<file path="config.mk">
export PLATFORM = sky130hd
export DESIGN_NAME = mmio_uart_tx_flat
export DESIGN_NICKNAME = d
export VERILOG_FILES = /design/src/rtl/mmio_uart_tx_pkg.sv /design/src/rtl/mmio_uart_tx_if.sv /design/src/rtl/mmio_uart_tx_sync_fifo.sv /design/src/rtl/mmio_uart_tx.sv /design/src/flat_wrapper.sv
export SDC_FILE = /design/constraint.sdc
export NUM_CORES = 1
export LEC_CHECK = 0
export BUFFER_PORTS_ARGS = -buffer_cell sky130_fd_sc_hd__buf_2
export CAP_MARGIN = 20
export CORE_MARGIN = 2
export CORE_UTILIZATION = 54
export CTS_CLUSTER_DIAMETER = 50
export DETAILED_ROUTE_END_ITERATION = 10
export GPL_ROUTABILITY_DRIVEN = 0
export PLACE_DENSITY = 0.86
export SLEW_MARGIN = 0
export SYNTH_ARGS = -nofsm -noshare
export SYNTH_HDL_FRONTEND = slang
export SYNTH_SLANG_ARGS = --single-unit
</file>
<file path="constraint.sdc">
create_clock -name clk -period 3.69 [get_ports clk]
set_input_delay 0.5535 -clock clk [delete_from_list [all_inputs] [get_ports clk]]
set_output_delay 0.5535 -clock clk [all_outputs]
set_load 0.05 [all_outputs]
</file>
<file path="src/rtl/mmio_uart_tx_pkg.sv">
// Shared SoC definitions for the memory-port responders: access-width
// encodings, UART register offsets, STATUS bit positions, TX FSM states
// and the narrow-load extension helper.
package soc_pkg;

  // Memory port access width (mem_data_width)
  typedef enum logic [1:0] {
    MEM_BYTE = 2'b00,
    MEM_HALF = 2'b01,
    MEM_WORD = 2'b10
  } mem_width_e;

  // UART register offsets within the 8-byte block
  localparam logic [2:0] UART_TXDATA_OFF = 3'd0;
  localparam logic [2:0] UART_STATUS_OFF = 3'd4;

  // STATUS register layout
  localparam int STAT_FULL_BIT   = 0;
  localparam int STAT_EMPTY_BIT  = 1;
  localparam int STAT_BUSY_BIT   = 2;
  localparam int STAT_IRQEN_BIT  = 3;
  localparam int STAT_COUNT_LSB  = 8;
  localparam int STAT_COUNT_MSB  = 15;

  typedef enum logic [1:0] {
    TX_IDLE,
    TX_START,
    TX_DATA,
    TX_STOP
  } tx_state_e;

  // Byte/half loads return the low bits, zero- or sign-extended.
  function automatic logic [31:0] load_extend(logic [1:0] width, logic sgn, logic [31:0] v);
    case (width)
      MEM_BYTE: return {{24{sgn & v[7]}}, v[7:0]};
      MEM_HALF: return {{16{sgn & v[15]}}, v[15:0]};
      default:  return v;
    endcase
  endfunction

endpackage

</file>
<file path="src/rtl/mmio_uart_tx_if.sv">
// CPU memory-port request/response bundle.
//   master: CPU side (drives enables, width, sign, address, store data)
//   slave : responder side (drives data_out and the mem_ready pulse)
interface mmio_uart_tx_if;
  logic        write_enable;
  logic        read_enable;
  logic        mem_signed_read;
  logic [1:0]  mem_data_width;
  logic [31:0] address;
  logic [31:0] data_in;
  logic [31:0] data_out;
  logic        mem_ready;

  modport master (
    output write_enable, read_enable, mem_signed_read, mem_data_width, address, data_in,
    input  data_out, mem_ready
  );

  modport slave (
    input  write_enable, read_enable, mem_signed_read, mem_data_width, address, data_in,
    output data_out, mem_ready
  );
endinterface

</file>
<file path="src/rtl/mmio_uart_tx_sync_fifo.sv">
// sync_fifo: single-clock FIFO with show-ahead read data.
//   clk, reset (sync, active high)
//   push/din   : write port (ignored when full)
//   pop/dout   : read port, dout is the current head (ignored when empty)
//   full, empty, count (one bit wider than the pointers, reaches DEPTH)
module sync_fifo #(
  parameter int WIDTH = 8,
  parameter int DEPTH = 8
) (
  input  logic                     clk,
  input  logic                     reset,
  input  logic                     push,
  input  logic [WIDTH-1:0]         din,
  input  logic                     pop,
  output logic [WIDTH-1:0]         dout,
  output logic                     full,
  output logic                     empty,
  output logic [$clog2(DEPTH):0]   count
);
  localparam int AW = $clog2(DEPTH);

  logic [WIDTH-1:0] mem [DEPTH];
  logic [AW-1:0]    wr_ptr, rd_ptr;
  logic             do_push, do_pop;

  assign do_push = push & ~full;
  assign do_pop  = pop & ~empty;
  assign full    = count == (AW + 1)'(DEPTH);
  assign empty   = count == '0;
  assign dout    = mem[rd_ptr];

  // Pointers are exactly AW bits wide so they wrap on their own.
  always_ff @(posedge clk) begin
    if (reset) begin
      wr_ptr <= '0;
      rd_ptr <= '0;
      count  <= '0;
    end else begin
      if (do_push) wr_ptr <= wr_ptr + AW'(1);
      if (do_pop)  rd_ptr <= rd_ptr + AW'(1);
      case ({do_push, do_pop})
        2'b10:   count <= count + (AW + 1)'(1);
        2'b01:   count <= count - (AW + 1)'(1);
        default: count <= count;
      endcase
    end
  end

  always_ff @(posedge clk) begin
    if (do_push) mem[wr_ptr] <= din;
  end
endmodule

</file>
<file path="src/rtl/mmio_uart_tx.sv">
// mmio_uart_tx: memory-mapped 8N1 UART transmitter on the CPU memory port.
//   clk, reset     : system clock, synchronous active-high reset
//   bus (slave)    : request/ready memory port; TXDATA at +0, STATUS at +4
//   tx             : serial line, idle high
//   irq            : only when MMIO_UART_TX_IRQ_EN is defined; high when the
//                    interrupt is enabled and the transmitter is fully drained
// Stores to TXDATA push a byte into the TX FIFO (stalling while it is full);
// the TX FSM pops bytes and shifts them out LSB first, frames back to back.
module mmio_uart_tx
  import soc_pkg::*;
#(
  parameter int          CLKS_PER_BIT = 434,
  parameter int          FIFO_DEPTH   = 8,
  parameter logic [31:0] BASE_ADDR    = 32'h8000_0000
) (
  input  logic          clk,
  input  logic          reset,
  mmio_uart_tx_if.slave bus,
  output logic          tx
`ifdef MMIO_UART_TX_IRQ_EN
  , output logic        irq
`endif
);
  localparam int CW = $clog2(FIFO_DEPTH) + 1;
  localparam int BW = $clog2(CLKS_PER_BIT);
  localparam logic [BW-1:0] BAUD_LAST = BW'(CLKS_PER_BIT - 1);

  logic          hit, is_status, both, req, wr_tx, accept, push, pop;
  logic          full, empty, baud_end;
  logic [CW-1:0] count;
  logic [7:0]    fifo_q, shreg;
  logic [BW-1:0] baud;
  logic [2:0]    bit_idx;
  logic [31:0]   status_word;
  tx_state_e     state;
  logic          unused_bits;

  assign unused_bits = &{1'b0, bus.address[1:0], bus.data_in[31:8]};

  // Decode. Enables are ignored while mem_ready is high, so a request held
  // across its own completion is never taken twice.
  assign hit       = bus.address[31:3] == BASE_ADDR[31:3];
  assign is_status = bus.address[2];
  assign both      = bus.write_enable & bus.read_enable;
  assign req       = (bus.write_enable | bus.read_enable) & ~bus.mem_ready;
  assign wr_tx     = bus.write_enable & ~bus.read_enable & hit & ~is_status;
  // A TXDATA store into a full FIFO waits (mem_ready withheld) for a free slot.
  assign accept    = req & ~(wr_tx & full);
  assign push      = accept & wr_tx;

  assign baud_end  = baud == BAUD_LAST;
  assign pop       = ~empty & ((state == TX_IDLE) | ((state == TX_STOP) & baud_end));

  sync_fifo #(.WIDTH(8), .DEPTH(FIFO_DEPTH)) u_fifo (
    .clk   (clk),
    .reset (reset),
    .push  (push),
    .din   (bus.data_in[7:0]),
    .pop   (pop),
    .dout  (fifo_q),
    .full  (full),
    .empty (empty),
    .count (count)
  );

`ifdef MMIO_UART_TX_IRQ_EN
  logic irq_en;

  always_ff @(posedge clk) begin
    if (reset) begin
      irq_en <= 1'b0;
      irq    <= 1'b0;
    end else begin
      if (accept && bus.write_enable && !bus.read_enable && hit && is_status &&
          bus.mem_data_width == MEM_WORD)
        irq_en <= bus.data_in[STAT_IRQEN_BIT];
      irq <= irq_en & empty & (state == TX_IDLE);
    end
  end
`endif

  always_comb begin
    status_word                                = '0;
    status_word[STAT_FULL_BIT]                 = full;
    status_word[STAT_EMPTY_BIT]                = empty;
    status_word[STAT_BUSY_BIT]                 = state != TX_IDLE;
    status_word[STAT_COUNT_MSB:STAT_COUNT_LSB] = 8'(count);
`ifdef MMIO_UART_TX_IRQ_EN
    status_word[STAT_IRQEN_BIT]                = irq_en;
`endif
  end

  // Response register: one-cycle mem_ready; load data held until the next load.
  always_ff @(posedge clk) begin
    if (reset) begin
      bus.mem_ready <= 1'b0;
      bus.data_out  <= '0;
    end else begin
      bus.mem_ready <= accept;
      if (accept) begin
        if (!hit || both)
          bus.data_out <= '0;
        else if (bus.read_enable)
          bus.data_out <= load_extend(bus.mem_data_width, bus.mem_signed_read,
                                      is_status ? status_word : 32'h0);
      end
    end
  end

  // TX FSM. Each state lasts CLKS_PER_BIT cycles; the baud counter restarts on
  // every state entry. The head byte is captured in the same cycle it is popped.
  always_ff @(posedge clk) begin
    if (reset) begin
      state   <= TX_IDLE;
      baud    <= '0;
      bit_idx <= '0;
      shreg   <= '0;
      tx      <= 1'b1;
    end else begin
      case (state)
        TX_IDLE: begin
          baud <= '0;
          if (pop) begin
            state <= TX_START;
            shreg <= fifo_q;
            tx    <= 1'b0;
          end
        end
        TX_START: begin
          if (baud_end) begin
            state   <= TX_DATA;
            baud    <= '0;
            bit_idx <= '0;
            tx      <= shreg[0];
          end else begin
            baud <= baud + BW'(1);
          end
        end
        TX_DATA: begin
          if (baud_end) begin
            baud <= '0;
            if (bit_idx == 3'd7) begin
              state <= TX_STOP;
              tx    <= 1'b1;
            end else begin
              bit_idx <= bit_idx + 3'd1;
              tx      <= shreg[bit_idx + 3'd1];
            end
          end else begin
            baud <= baud + BW'(1);
          end
        end
        TX_STOP: begin
          if (baud_end) begin
            baud <= '0;
            if (pop) begin
              state <= TX_START;
              shreg <= fifo_q;
              tx    <= 1'b0;
            end else begin
              state <= TX_IDLE;
            end
          end else begin
            baud <= baud + BW'(1);
          end
        end
        default: begin
          state <= TX_IDLE;
          baud  <= '0;
          tx    <= 1'b1;
        end
      endcase
    end
  end
endmodule

</file>
<file path="src/flat_wrapper.sv">
// flat-port wrapper written by rule: the top's interface ports become plain ports
module mmio_uart_tx_flat import soc_pkg::*;
#(
  parameter int          CLKS_PER_BIT = 434,
  parameter int          FIFO_DEPTH   = 8,
  parameter logic [31:0] BASE_ADDR    = 32'h8000_0000
)
  (clk, reset, tx, bus_write_enable, bus_read_enable, bus_mem_signed_read, bus_mem_data_width, bus_address, bus_data_in, bus_data_out, bus_mem_ready);
  mmio_uart_tx_if bus_i ();
  input  logic clk;
  input  logic reset;
  output logic tx;
  input wire logic [$bits(bus_i.write_enable)-1:0] bus_write_enable;
  input wire logic [$bits(bus_i.read_enable)-1:0] bus_read_enable;
  input wire logic [$bits(bus_i.mem_signed_read)-1:0] bus_mem_signed_read;
  input wire logic [$bits(bus_i.mem_data_width)-1:0] bus_mem_data_width;
  input wire logic [$bits(bus_i.address)-1:0] bus_address;
  input wire logic [$bits(bus_i.data_in)-1:0] bus_data_in;
  output wire logic [$bits(bus_i.data_out)-1:0] bus_data_out;
  output wire logic [$bits(bus_i.mem_ready)-1:0] bus_mem_ready;
  assign bus_i.write_enable = bus_write_enable;
  assign bus_i.read_enable = bus_read_enable;
  assign bus_i.mem_signed_read = bus_mem_signed_read;
  assign bus_i.mem_data_width = bus_mem_data_width;
  assign bus_i.address = bus_address;
  assign bus_i.data_in = bus_data_in;
  assign bus_data_out = bus_i.data_out;
  assign bus_mem_ready = bus_i.mem_ready;
  mmio_uart_tx #(.CLKS_PER_BIT(CLKS_PER_BIT), .FIFO_DEPTH(FIFO_DEPTH), .BASE_ADDR(BASE_ADDR)) u_core (.clk(clk), .reset(reset), .bus(bus_i), .tx(tx));
endmodule
</file>
==> flow_summary.json, run 1 <==
{
  "max_cap_viol_count": 0,
  "worstPathMaxFanout": 6,
  "synth_compound_area_frac": 0.05717,
  "routedWlPerCell_um": 15.22,
  "synthTopCellsByArea": "edfxtp_1 41%, dfxtp_1 19%, mux4_2 8.6%",
  "synth_area_mm2": 0.004706,
  "post_synth.cell_area_avg_um2": 13.48,
  "ios": 105,
  "drc_errors": 0,
  "post-place-ws_ns": 0.4761,
  "row_count": 34,
  "finalPower_mw": 2.135,
  "p_sw_mw": 0.5469,
  "cts-root-buf": "clkbuf_8",
  "cts_max_path_buffers": 2,
  "worstPathArrival_ns": 3.26,
  "fin_skew_ns": 0.009431,
  "drtAntennaViolNets": 0,
  "fin_area_mm2": 0.005233,
  "antenna_found_initial": 0,
  "cts-htree-levels": 3,
  "nets": 497,
  "synth_cell_types": 47,
  "cts.clk_slew.worst_paths_ns": 0.10,
  "crit_path_end_kind": "register",
  "synth.top_cells.by_count": "64 x edfxtp_1, 45 x nor2_1, 44 x dfxtp_1, 26 x buf_4, 18 x mux4_2",
  "hold_violations": 0,
  "drv_slew": 0,
  "synth-edff-count": 64,
  "synth.area.mux_share": 0.1141,
  "start_util": 0.5476,
  "power_density_mw_per_mm2": 408.0,
  "min_period_ns": 2.962,
  "worst_slew_pin_slew_ns": 0.7836,
  "r2r_start": "u_core.u_fifo.count[0]",
  "slew_headroom": 0.4769,
  "grt_start_max_net_pins": 30,
  "internal-power_mw": 1.588,
  "holdCritStartpoint": "bus_data_in[6]",
  "crit_family": "simple AND/OR/NAND/NOR gates",
  "via_count": 2860,
  "grt_pass1_vias": 2835,
  "path_cells": "nor4b_1 -> or4b_4 -> nor4_4 -> inv_2 -> ha_1 -> ha_1 -> a21o_1 -> a21oi_1 -> xnor2_1 -> or3_1 -> a21oi_1",
  "ys_ff_latch": 108,
  "routed_wl_um": 7988,
  "synthFlopType": "edfxtp_1",
  "crit_required_ns": 3.99,
  "slowest_stage": "or4b_4",
  "synth_top_area_share": 0.4084,
  "synth_top_family_by_area": "multiplexers",
  "gr-usage-met2": 0.3136,
  "worst-r2r-setup-slack_ns": 0.73,
  "post_cts_buffers": 0,
  "drt_iter0_drc": 99,
  "synthArstFlopShare": 0,
  "dieArea_mm2": 0.009477,
  "n_antenna_cell": 0,
  "via_per_inst": 5.448,
  "grt-ovfl-total": 0,
  "peakVddDrop_mv": 0.3281,
  "die_w_um": 97.35,
  "synth-simple-area-share": 0.1122,
  "grt_pass1_wl_um": 12970,
  "area_delta_synth_final_pct": 11.19,
  "grt_usage": 0.1734,
  "worst_slack_ns": 0.7280,
  "setup_viol": 0,
  "drive_above_1_share": 0.2542,
  "use_met1": 0.2006,
  "yosysTopAreaCell": "edfxtp_1",
  "cts_hold_buffers": 0,
  "dp.cells": 507,
  "syn_inst": 349,
  "yosysSeqAreaShare": 0.5956,
  "busiest_layer": "met2",
  "dpl.hpwl_um": 5516,
  "crit_buf_inv": 1,
  "grt_setup_unrepaired": "false",
  "placed_area_mm2": 0.005031,
  "clkLatencyLatePin_ns": 0.37,
  "final.setup.tns_ns": 0,
  "p_clk_frac": 0.307,
  "outcome": "finished clean",
  "fp.dieH_um": 97.35,
  "clock.fmax_mhz": 337.6,
  "use_met3": 0.04892,
  "port_buffers": 52,
  "coreArea_mm2": 0.008593,
  "clock-sinks": 108,
  "synth_most_common_cell": "edfxtp_1",
  "drtPass1Iterations": 4,
  "worstSetupStartpointType": "register",
  "pwr-share-seq": 0.605,
  "cts_buffers": 9,
  "slowest_delay_ns": 0.51,
  "crit_start": "u_core.u_fifo.count[0]",
  "netSwitchingFraction": 0.2562,
  "ys.warnings.count": 0,
  "worst-setup-path-type": "reg2reg",
  "finalNonFillerCells": 525,
  "min_period_over_period": 0.8027,
  "hold_class": "in2reg",
  "combPwrFrac": 0.087,
  "cts_tree": "built",
  "synthAdderAreaFrac": 0.03882,
  "p_leak_nw": 1.871,
  "synth_xor_area_frac": 0.02420,
  "post_cts_resize_count": 0
}
[registers in the layout, indices dropped and copies added, names as in the netlist, 3 cells and up, named ones only]
register	cells
u_core.bit_idx	3
u_core.u_fifo.count	4
u_core.u_fifo.rd_ptr	3
u_core.bus.data_out	7
u_core.u_fifo.mem	64
u_core.baud	9
u_core.u_fifo.wr_ptr	3
u_core.shreg	8
[per-layer routing]
| metal | wire [µm] | up-vias |
|---|---|---|
| met5 | 0 | - |
| met4 | 102 | 0 |
| met3 | 528 | 10 |
| met2 | 3990 | 90 |
| met1 | 3367 | 1379 |
| li1 | - | 1381 |
[area by class of cell]
| type | instances | area, µm² |
|---|---|---|
| fillers | 652 | 3361 |
| flip-flops and latches | 108 | 2803 |
| multi-input cells | 220 | 1724 |
| repair buffers | 64 | 357.8 |
| well taps | 108 | 135.1 |
| clock buffers | 9 | 123.9 |
| clock inverters | 7 | 55.05 |
| inverters | 9 | 33.78 |
[cells by family (layout without fill, tap and decap cells)]
| logic type | after synthesis | after routing |
|---|---|---|
| AOI/OAI and AO/OA | 40 | 40 |
| xor gates and xnor gates | 13 | 13 |
| adders and majority gates | 14 | 14 |
| buffers and inverters | 45 | 89 |
| DFF | 108 | 108 |
| muxes | 31 | 31 |
| other | 1 | 25 |
| and+or+nand+nor | 97 | 97 |
[cell usage in the layout (no fill, tap or decap), types with 2 or more instances in the layout]
cell type	n
inv_1	8
nor3b_1	3
a21o_1	2
buf_4	11
mux2i_1	12
nand3_1	6
a211oi_1	9
nor2b_1	2
inv_6	3
nor4b_1	5
a21oi_1	12
o21ai_0	5
conb_1	25
or3_1	2
edfxtp_1	64
buf_2	52
xnor2_1	8
clkbuf_8	9
nor4_1	8
a22o_1	7
mux4_2	18
nand4_1	3
dfxtp_1	44
nor2_1	45
ha_1	13
nor3_1	5
xor2_1	5
nand2_1	7
[worst paths after layout]
check | endpoint | cells after the start
worst min register to register | u_core.bus.data_out[2] | 1
worst max-delay path | u_core.u_fifo.count[3] | 11
worst min-delay path | u_core.u_fifo.mem[1][6] | 1
worst max register to register | u_core.u_fifo.count[3] | 11
[stage by stage]
stage	hold WS, ns	utilization
2_1_floorplan	0.4413	-
3_3_place_gp	0.4368	0.5855
3_5_place_dp	0.4397	0.5855
4_1_cts	0.4358	0.6063
5_1_grt	0.4532	0.6089
6_report	0.4514	0.6089
[power by group through the flow]
stage               clock [mW]  combinational (mW)  sequential, mW
finish                   0.656               0.187            1.29
global placement             0               0.181            1.32
CTS                      0.676               0.186            1.29
detailed placement           0               0.186            1.32
floorplan                    0               0.143            1.33
global route             0.713               0.204            1.29
Note: power is estimated with default switching activity, not from simulation.
==> inputs of run 2 (changes only) <==
Settings changed: CORE_UTILIZATION 54 to 49, PLACE_DENSITY 0.86 to 0.82.
Clock period 3.69 ns to 2.45 ns, I/O delays scaled along.
==> flow_summary.json, run 2 (synthesis gave the netlist of run 1 again) <==
{
  "outcome": "finished with violations",
  "violations": "setup timing",
  "drtPass1Iterations": 4,
  "path_cells": "nor4b_4 -> or4b_4 -> nor4_4 -> inv_2 -> ha_4 -> ha_4 -> a21o_1 -> a21oi_2 -> xnor2_1 -> or3_1 -> a21oi_1",
  "nets": 519,
  "largest_register_ff_count": 64,
  "routedWlPerCell_um": 15.30,
  "wl_met1_um": 3501,
  "row_count": 35,
  "wl_met3_um": 503,
  "crit_family": "simple AND/OR/NAND/NOR gates",
  "grt_start_max_net_pins": 30,
  "hold_class": "in2reg",
  "cts.clk_slew.worst_paths_ns": 0.11,
  "critPathMostFrequentCell": "ha_4",
  "hold_violations": 0,
  "coreArea_mm2": 0.009284,
  "mostFrequentLayoutCells": "64 x edfxtp_1, 52 x buf_2, 45 x nor2_1, 39 x dfxtp_1, 32 x buf_4",
  "combPwrFrac": 0.091,
  "dpl.hpwl_um": 6171,
  "ios": 105,
  "peakVddDrop_mv": 0.4625,
  "p_clk_frac": 0.324,
  "clkLatencyLatePin_ns": 0.38,
  "p_sw_mw": 0.8953,
  "power_density_mw_per_mm2": 599.5,
  "start_util": 0.5069,
  "via_per_inst": 5.310,
  "multi_input_area_mm2": 0.001809,
  "fp.dieH_um": 102.0,
  "worst_slack_ns": -0.1543,
  "slowest_stage": "or4b_4",
  "worstPathMaxFanout": 3,
  "n_antenna_cell": 0,
  "grt_setup_unrepaired": "true",
  "dieArea_mm2": 0.01040,
  "cts_tree": "built",
  "final_common_cell": "edfxtp_1",
  "die_w_um": 102.0,
  "grt_pass1_vias": 2935,
  "crit_path_end_kind": "register",
  "cts_max_path_buffers": 2,
  "min_period_ns": 2.604,
  "whs_ns": 0.2495,
  "area_delta_synth_final_pct": 17.92,
  "wl_met2_um": 4581,
  "setup_viol": 1,
  "max_cap_viol_count": 0,
  "worstSetupStartpointType": "register",
  "top_layer": "met4",
  "post-place-ws_ns": -0.4136,
  "fin_skew_ns": 0.01586,
  "netSwitchingFraction": 0.2691,
  "worst_slew_pin_slew_ns": 0.5396,
  "port_buffers": 52,
  "via_count": 3016,
  "finalPower_mw": 3.327,
  "top_register": "u_core.u_fifo.mem",
  "min_period_over_period": 1.063,
  "p_leak_nw": 2.021,
  "cts_buffers": 9,
  "drv_slew": 0,
  "worstPathArrival_ns": 2.92,
  "internal-power_mw": 2.432,
  "drive_above_1_share": 0.3257,
  "slowest_delay_ns": 0.53,
  "fill_cells": 728,
  "grt-ovfl-total": 0,
  "drc_errors": 0,
  "clock-sinks": 108,
  "crit_required_ns": 2.76,
  "cts-root-buf": "clkbuf_8",
  "grt_usage": 0.1711,
  "drtAntennaViolNets": 0,
  "largestRegisters": "u_core.u_fifo.mem x64, u_core.baud x9, u_core.shreg x8",
  "crit_buf_inv": 1,
  "clock.fmax_mhz": 384.0,
  "slew_headroom": 0.6398,
  "antenna_found_initial": 0,
  "routed_wl_um": 8692,
  "worst-setup-path-type": "reg2reg",
  "cts-htree-levels": 3,
  "drt_iter0_drc": 94,
  "ff_latch_area_mm2": 0.002814,
  "grt_pass1_wl_um": 13270,
  "pwr-share-seq": 0.584
}
==> run 2: cell count changes in the layout (fill, tap and decap cells not counted), sizes merged <==
cell  change
buf      +22
==> run 2: per-layer routing <==
layer / global-route usage / vias up
met5: 0 / -
met4: 0.06359 / 0
met3: 0.03557 / 9
met2: 0.3300 / 108
met1: 0.1822 / 1470
li1: - / 1429
==> run 2: power groups by stage <==
stage	Sequential [mW]	Clock [mW]	Combinational (mW)
final	1.94	1.08	0.304
after global routing	1.95	1.16	0.334
after CTS	1.94	1.10	0.303
after detailed placement	1.98	0	0.301
after global placement	1.98	0	0.292
after floorplan	2.01	0	0.215
==> run 2: worst paths after layout <==
check	startpoint	slack, ns	endpoint	cells after the start
max	u_core.u_fifo.count[3]	-0.15	u_core.u_fifo.count[3]	11
max reg2reg	u_core.u_fifo.count[3]	-0.15	u_core.u_fifo.count[3]	11
min reg2reg	u_core.bus.data_out[2]	0.47	u_core.bus.data_out[2]	1
min	bus_data_in[5]	0.25	u_core.u_fifo.mem[5][5]	1
==> run 2: what timing repair did <==
action	CTS	global route
endpoints found under the setup margin	3	20
hold buffers	0	0
pin swaps	6	3
gates resized for setup	0	6
hold endpoints to repair	0	0
cloned	0	0
setup buffers	2	2
==> run 2: area by class of cell <==
class / count / area share
multi-input combinational: 220 / 0.3260
clock inverter: 7 / 0.01511
timing repair buffer: 86 / 0.09425
inverter: 9 / 0.006088
sequential: 108 / 0.5071
tap: 129 / 0.02909
clock buffer: 9 / 0.02232
==> run 2: metrics by stage <==
step	cell area (µm²)	TNS, ns	instances	utilization
CTS	5514	-0.1579	567	0.5939
global route	5549	-0.3464	568	0.5977
detailed placement	5291	-2.046	549	0.5699
global placement	5291	-0.3341	549	0.5699
finish	5549	-0.1543	568	0.5977
floorplan	4872	-5.800	373	-
==> run 2: worst register-to-register path, cell delays in order (launching register included) <==
cell and delay, ns:
dfxtp_2 0.34, nor4b_4 0.13, or4b_4 0.53, nor4_4 0.22, inv_2 0.10, ha_4 0.19
ha_4 0.20, a21o_1 0.16, a21oi_2 0.15, xnor2_1 0.09, or3_1 0.31, a21oi_1 0.13
==> inputs of run 3 (changes only) <==
Settings changed: CORE_UTILIZATION 49 to 50, PLACE_DENSITY 0.82 to 0.81.
Clock period 2.45 ns to 2.5 ns, I/O delays scaled along.
==> flow_summary.json, run 3 (synthesis gave the netlist of run 1 again) <==
{
  "worstPathArrival_ns": 2.97,
  "cts_max_path_buffers": 2,
  "grt_pass1_vias": 2826,
  "outcome": "finished with violations",
  "row_count": 35,
  "peakVddDrop_mv": 0.4643,
  "p_leak_nw": 1.991,
  "drt_iter0_drc": 77,
  "post-route-util": 0.6033,
  "die_w_um": 101.0,
  "area_delta_synth_final_pct": 17.89,
  "mostFrequentLayoutCells": "64 x edfxtp_1, 52 x buf_2, 45 x nor2_1, 39 x dfxtp_1, 27 x buf_4",
  "cts.clk_slew.worst_paths_ns": 0.11,
  "min_period_ns": 2.670,
  "slowest_stage": "or4b_4",
  "placed_area_mm2": 0.005200,
  "drc_errors": 0,
  "grt_setup_unrepaired": "true",
  "clock.fmax_mhz": 374.5,
  "routedWlPerCell_um": 15.65,
  "antenna_found_initial": 0,
  "cts-htree-levels": 3,
  "drtAntennaViolNets": 0,
  "min_period_over_period": 1.068,
  "final_common_cell": "edfxtp_1",
  "drive_above_1_share": 0.3288,
  "setup_viol": 2,
  "worst-setup-path-type": "reg2reg",
  "hold_violations": 0,
  "clkLatencyLatePin_ns": 0.38,
  "final.setup.tns_ns": -0.2599,
  "grt_pass1_wl_um": 13260,
  "violations": "setup timing",
  "cts_tree": "built",
  "finalPower_mw": 3.213,
  "power_density_mw_per_mm2": 579.2,
  "dpl.hpwl_um": 5937,
  "crit_path_end_kind": "register",
  "fin_skew_ns": 0.01730,
  "worstSetupStartpointType": "register",
  "fin_area_mm2": 0.005548,
  "drv_slew": 0,
  "cts-root-buf": "clkbuf_8",
  "worstPathMaxFanout": 3,
  "worst_slack_ns": -0.1700,
  "nets": 518,
  "max_cap_viol_count": 0,
  "hold_class": "in2reg",
  "via_count": 2989,
  "fp.dieH_um": 101.0,
  "n_antenna_cell": 0,
  "grt-ovfl-total": 0,
  "dieArea_mm2": 0.01020,
  "slowest_delay_ns": 0.52,
  "path_cells": "nor4b_4 -> or4b_4 -> nor4_4 -> inv_2 -> ha_4 -> ha_4 -> a21o_1 -> a21oi_2 -> xnor2_1 -> or3_1 -> a21oi_1",
  "drtPass1Iterations": 4,
  "via_per_inst": 5.444,
  "port_buffers": 52,
  "top_register": "u_core.u_fifo.mem",
  "largestRegisters": "u_core.u_fifo.mem x64, u_core.baud x9, u_core.shreg x8",
  "cts_buffers": 9,
  "grt_usage": 0.1706,
  "grt_start_max_net_pins": 30,
  "critPathMostFrequentCell": "ha_4",
  "worst_slew_pin_slew_ns": 0.5303,
  "slew_headroom": 0.6460,
  "cts_hold_buffers": 0,
  "whs_ns": 0.2553,
  "coreArea_mm2": 0.009196,
  "ios": 105,
  "clock-sinks": 108,
  "start_util": 0.5117,
  "largest_register_ff_count": 64,
  "crit_required_ns": 2.80,
  "routed_wl_um": 8590
}
==> run 3: changes by cell type in the layout (fill, tap and decap cells not counted), moves of 2 or more <==
cell / before / now
buf_4: 32 / 27
buf_6: 2 / 6
nor3b_2: 0 / 2
nor3b_4: 2 / 0
nor4b_2: 2 / 0
nor4b_4: 1 / 3
==> run 3: layout make-up <==
class                           count  area, µm²
Fill cell                         676       3649
Sequential cell                   108       2811
Multi-Input combinational cell    220       1837
Timing Repair Buffer               85      530.5
Tap cell                          111      138.9
Clock buffer                        9      123.9
Clock inverter                      7      72.57
Inverter                            9      33.78
==> run 3: through the flow <==
stage               worst slack [ns]  cells
floorplan                    -0.3653    373
global placement             -0.3214    528
detailed placement           -0.4035    528
CTS                         -0.06285    547
global route                 -0.2690    549
finish                       -0.1700    549
==> run 3: worst paths after layout <==
check,slack (ns),start,cells past startpoint,endpoint
worst max-delay path,-0.17,u_core.u_fifo.count[3],11,u_core.u_fifo.count[3]
worst min-delay path,0.26,bus_data_in[6],1,u_core.u_fifo.mem[1][6]
worst max register to register,-0.17,u_core.u_fifo.count[3],11,u_core.u_fifo.count[3]
worst min register to register,0.48,u_core.bus.data_out[2],1,u_core.bus.data_out[2]
==> run 3: critical path, delay by kind of cell, from the launching register on <==
family	cells	cell delay (ns)
DFF	1	0.34
buffers and inverters	1	0.09
AOI/OAI and AO/OA	3	0.44
adders and majority gates	2	0.39
and+or+nand+nor	4	1.20
xor gates and xnor gates	1	0.13
==> run 3: per-layer routing <==
| layer | track usage | vias to the layer above | routed length [µm] | part of all wire |
|---|---|---|---|---|
| li1 | - | 1429 | - | - |
| met1 | 0.2060 | 1443 | 3725 | 0.43 |
| met2 | 0.3000 | 107 | 4295 | 0.50 |
| met3 | 0.04924 | 10 | 498 | 0.058 |
| met4 | 0.04574 | 0 | 72 | 0.0084 |
| met5 | 0 | - | 0 | 0 |
==> run 3: repair_timing <==
| action | in CTS | in global routing |
|---|---|---|
| pin swaps | 8 | 5 |
| setup endpoints to repair | 3 | 30 |
| resized for setup | 8 | 11 |
| buffers inserted | 4 | 3 |
==> run 3: where the power goes <==
group,internal (mW),leakage [nW],switching [mW]
logic,0.0854,0.962,0.210
clock network,0.393,0.0970,0.621
registers,1.89,0.932,0.0120
total,2.37,1.99,0.843
